$ cat config.mk
export PLATFORM = sky130hd
export DESIGN_NAME = instr_sequencer
export DESIGN_NICKNAME = d
export VERILOG_FILES = /design/src/rtl/instr_sequencer.sv
export SDC_FILE = /design/constraint.sdc
export NUM_CORES = 1
export LEC_CHECK = 0
export CORE_ASPECT_RATIO = 1.75
export CORE_UTILIZATION = 44
export DETAILED_ROUTE_END_ITERATION = 16
export PLACE_DENSITY = 0.89
export SYNTH_ARGS = -nofsm -noshare
export SYNTH_HDL_FRONTEND = slang
export SYNTH_SLANG_ARGS = --single-unit
$ cat constraint.sdc
create_clock -name clk -period 3.5 [get_ports clk]
set_input_delay 0.7 -clock clk [delete_from_list [all_inputs] [get_ports clk]]
set_output_delay 0.7 -clock clk [all_outputs]
set_load 0.02 [all_outputs]
$ cat src/rtl/instr_sequencer.sv
// instr_sequencer: fetches 16-bit instructions, dispatches a one-hot start to the per-opcode
// execution FSM, waits for its done, and flags HALT, illegal opcodes and hung units.
module instr_sequencer #(
    parameter int              PC_W     = 8,
    parameter logic [PC_W-1:0] RESET_PC = '0,
    parameter logic [15:0]     OP_MASK  = 16'h00FF,
    parameter int              TIMEOUT  = 16
) (
    input  logic            clk,
    input  logic            rst,
    input  logic            run,
    output logic [PC_W-1:0] mem_addr,
    output logic            mem_rd,
    input  logic [15:0]     mem_rdata,
    input  logic            mem_ack,
    output logic [15:0]     ir,
    output logic [15:0]     exec_start,
    input  logic [15:0]     exec_done,
    output logic            busy,
    output logic            halted,
    output logic            fault,
    output logic [1:0]      fault_code,
    output logic [15:0]     retired
);
    typedef enum logic [2:0] {IDLE, FETCH, DECODE, EXEC, WAIT, HALT, FAULT} state_t;
    localparam logic [7:0] TO_LAST = 8'(TIMEOUT - 1);
    state_t          state_q, state_d;
    logic [PC_W-1:0] pc_q, pc_d;
    logic [15:0]     ir_q, ir_d, retired_q, retired_d;
    logic [7:0]      timer_q, timer_d;
    logic [1:0]      fault_code_q, fault_code_d;
    logic [3:0]      op;
    logic            done, legal;
    assign op    = ir_q[15:12];
    assign done  = exec_done[op];
    assign legal = OP_MASK[op];
    always_comb begin
        state_d      = state_q;
        pc_d         = pc_q;
        ir_d         = ir_q;
        timer_d      = timer_q;
        retired_d    = retired_q;
        fault_code_d = fault_code_q;
        case (state_q)
            IDLE: state_d = run ? FETCH : IDLE;
            FETCH: if (mem_ack) begin
                ir_d    = mem_rdata;
                pc_d    = pc_q + 1'b1;
                state_d = DECODE;
            end
            DECODE: begin
                state_d      = (op == 4'hF) ? HALT : legal ? EXEC : FAULT;
                fault_code_d = (op != 4'hF && !legal) ? 2'b01 : fault_code_q;
            end
            EXEC: begin
                timer_d = '0;
                state_d = WAIT;
            end
            // done takes priority over a timeout on the same edge
            WAIT: if (done) begin
                retired_d = retired_q + 1'b1;
                state_d   = run ? FETCH : IDLE;
            end else if (timer_q == TO_LAST) begin
                state_d      = FAULT;
                fault_code_d = 2'b10;
            end else begin
                timer_d = timer_q + 1'b1;
            end
            default: ;
        endcase
    end
    always_ff @(posedge clk) begin
        if (rst) begin
            state_q      <= IDLE;
            pc_q         <= RESET_PC;
            ir_q         <= '0;
            timer_q      <= '0;
            retired_q    <= '0;
            fault_code_q <= '0;
        end else begin
            state_q      <= state_d;
            pc_q         <= pc_d;
            ir_q         <= ir_d;
            timer_q      <= timer_d;
            retired_q    <= retired_d;
            fault_code_q <= fault_code_d;
        end
    end
    assign mem_addr   = pc_q;
    assign mem_rd     = state_q == FETCH;
    assign ir         = ir_q;
    assign exec_start = (state_q == EXEC) ? (16'h0001 << op) : 16'h0000;
    assign busy       = !(state_q inside {IDLE, HALT, FAULT});
    assign halted     = state_q == HALT;
    assign fault      = state_q == FAULT;
    assign fault_code = fault_code_q;
    assign retired    = retired_q;
endmodule

==> flow_summary.yaml <==
outcome:
  status: "finished clean"
die:
  dieArea_um2: 6330
  rows: 37
  initial_core_util: 0.453
  die_h_um: 105
  coreArea_um2: 5830
  die_w_um: 60.6
  boundaryPins: 98
clock_tree:
  cts_max_level: 2
  insertion_delay_ns: 0.30
  cts_buffers: 5
  cts-resized-gates: 0
  path_clk_slew_ns: 0.09
  clk_path_buf_depth: 2
  cts-root-buf: "clkbuf_8"
  numClockSinks: 54
  post_cts_buffers: 0
  cts_tree: "yes"
  ctsHoldBuffers: 0
yosys:
  ys_ff_latch: 54
  ys.warnings.count: 0
  synthTopCellsByArea: "dfxtp_1, nand2_1, nor2_1"
  syn_area_um2: 2640
  synth_top_area_share: 0.409
  ys.flop_type: "dfxtp_1"
  synth_fp_nets: 367
  synth-async-reset-ratio: 0
  synth_cell_type_count: 44
  synth_edf_count: 0
  seq_area_frac_synth: 0.409
  synth_top_area_cell: "dfxtp_1"
  syn_avg_cell_area_um2: 8.06
  netlist_instances: 328
routing:
  drc: 0
  drt-pass1-iter-count: 4
  drtAntennaViolNets: 0
  drt-vias-per-instance: 5.34
  routed_wl_mm: 7.18
  route.vias.total: 2648
  post_drt_wl_per_cell_um: 14.5
  drtIter0Drc: 138
power_and_ir_drop:
  p_per_area_nw_per_um2: 323
  finalPower_mw: 1.22
  vdd_drop_max_mv: 0.300
  leakagePower_nw: 1.31
placement:
  post-place-ws_ns: 0.282
  place.gp.congestion: 0.817
  dp.cells: 488
  hpwl_mm: 5.43
  placement.io_buffers: 97
global_route:
  grt_max_degree: 27
  grt_pass1_vias: 2537
  grt.overflow.total: 0
  grt.total_usage: 0.239
  antenna_found_initial: 0
  grt_pass1_wl_mm: 11.7
sta:
  slew_headroom: 0.434
  setup-violations-final: 0
  worst_pin_slew_ns: 0.846
  min_period_ns: 3.17
  maxSlewViolCount: 0
  rsz0062_at_grt: "false"
  hold_viol_final: 0
  post-route-period-util: 0.906
  finClkSkew_ns: 0.00444
  tns_ns: 0
  layout_setup_ws_ns: 0.328
  max_clock_freq_ghz: 0.315
worst_hold_path:
  min_to: "ir[3]"
  holdPathStages: 2
  hold_start: "ir[3]"
  hp-class: "flop to flop"
critical_path:
  timing.rr.end: "timer_q[7]"
  critPathCaptureType: "output pin"
  reg2reg_from: "ir[14]"
  crit_fanout: 15
  worstPathArrival_ns: 2.47
  r2r_slack_ns: 0.63
  path_class: "flop to output pin"
  cp.required_ns: 2.80
  startpoint_type: "flop"
  reg2regPathDepth: 5
finish:
  area_growth_pct: 43.0
  fillerInstances: 521
  nets: 456
  multi_input_area_um2: 1490
  final_layout_size_suffix_gt1_frac: 0.0502
  layout_common_cells: "clkdlybuf4s50_1, dfxtp_1, nand2_1"
  layout_commonest_cell: "clkdlybuf4s50_1"
  layoutNonFillerInstCount: 496
  ff_latch_area_um2: 1080
  diodes: 0
run:
  drv_cap: 0
-- through the flow --
step                      hold WS [ns]  instance area, um2   util
after floorplan                  0.452                2640      -
after detailed placement         0.447                3690  0.632
after global routing             0.477                3780  0.648
after CTS                        0.461                3780  0.648
after global placement           0.441                3690  0.632
final                            0.459                3780  0.648
-- state kept, by name, summed over array words and instances (netlist names) --
signal and count:
fault_code 2, ir 16, legal 1, mem_addr 8, retired 16, state_q 3
timer_q 8
-- report_power, final --
group          internal [mW]  total, mW  switching, mW
Sequential             0.629      0.645         0.0163
Combinational          0.109      0.221          0.112
Clock                  0.160      0.356          0.196
Total                  0.897       1.22          0.324
-- synthesized netlist by cell type (2+ instances only) --
master     count
nor4bb_1       2
clkbuf_1      17
or3_1          6
nor3_1         7
and2_1         6
nor4_1         4
buf_1          2
a21oi_1       29
nand3_1       11
o21ai_0        2
nand2b_1       4
nand2_1       50
o21ai_1        4
inv_1          2
nor2b_1        2
nor3b_1        2
nand4_1       13
a2111oi_0      2
ha_1           3
mux4_2         5
xnor2_1        3
and4_1         3
dfxtp_1       54
xor2_1        20
nor2_1        49
and3_1         8
-- cell families (layout without fill, tap and decap cells) --
kind of cell               Yosys count  after routing  share of synthesized area
and+or+nand+nor                    171            171                      0.311
AOI/OAI and AO/OA                   47             47                      0.105
buffers and inverters               23            113                     0.0346
xor gates and xnor gates            23             23                     0.0762
muxes                                7              7                     0.0507
DFF                                 54             54                      0.409
adders and majority gates            3              3                     0.0142
-- area by class of cell --
| class | instances | share of cell area |
|---|---|---|
| tap | 78 | 0.0258 |
| sequential | 54 | 0.286 |
| clock inverter | 1 | 0.00132 |
| inverter | 2 | 0.00199 |
| multi-input combinational | 251 | 0.393 |
| clock buffer | 7 | 0.0228 |
| timing repair buffer | 103 | 0.269 |
-- layer usage --
layer  up-vias  part of all wire  track usage  wire (um)
met4         0             0.034        0.122        244
li1       1316                 -            -          -
met2        73              0.56        0.431       3990
met3        21             0.036       0.0398        257
met1      1238              0.37        0.250       2690
met5         -                 0            0          0
-- worst max path at each step --
| stage | startpoint | endpoint | slack (ns) | cells after the start |
|---|---|---|---|---|
| 2_1_floorplan | ir[14] | timer_q[7] | 0.84 | 6 |
| 3_3_place_gp | exec_done[15] | timer_q[7] | 0.30 | 6 |
| 3_5_place_dp | exec_done[10] | timer_q[7] | 0.28 | 6 |
| 4_1_cts | state_q[2] | exec_start[0] | 0.34 | 5 |
| 5_1_grt | state_q[2] | exec_start[0] | 0.12 | 5 |
| 6_report | state_q[2] | exec_start[0] | 0.33 | 5 |
-- critical path, cell delays in order (launching register included) --
cell and delay, ns:
dfxtp_1 0.47, nor2b_1 0.30, nand2_1 0.21, or3_1 0.42, nor3_1 0.16, clkdlybuf4s50_1 0.63
Power figures use the tool's default switching activity.
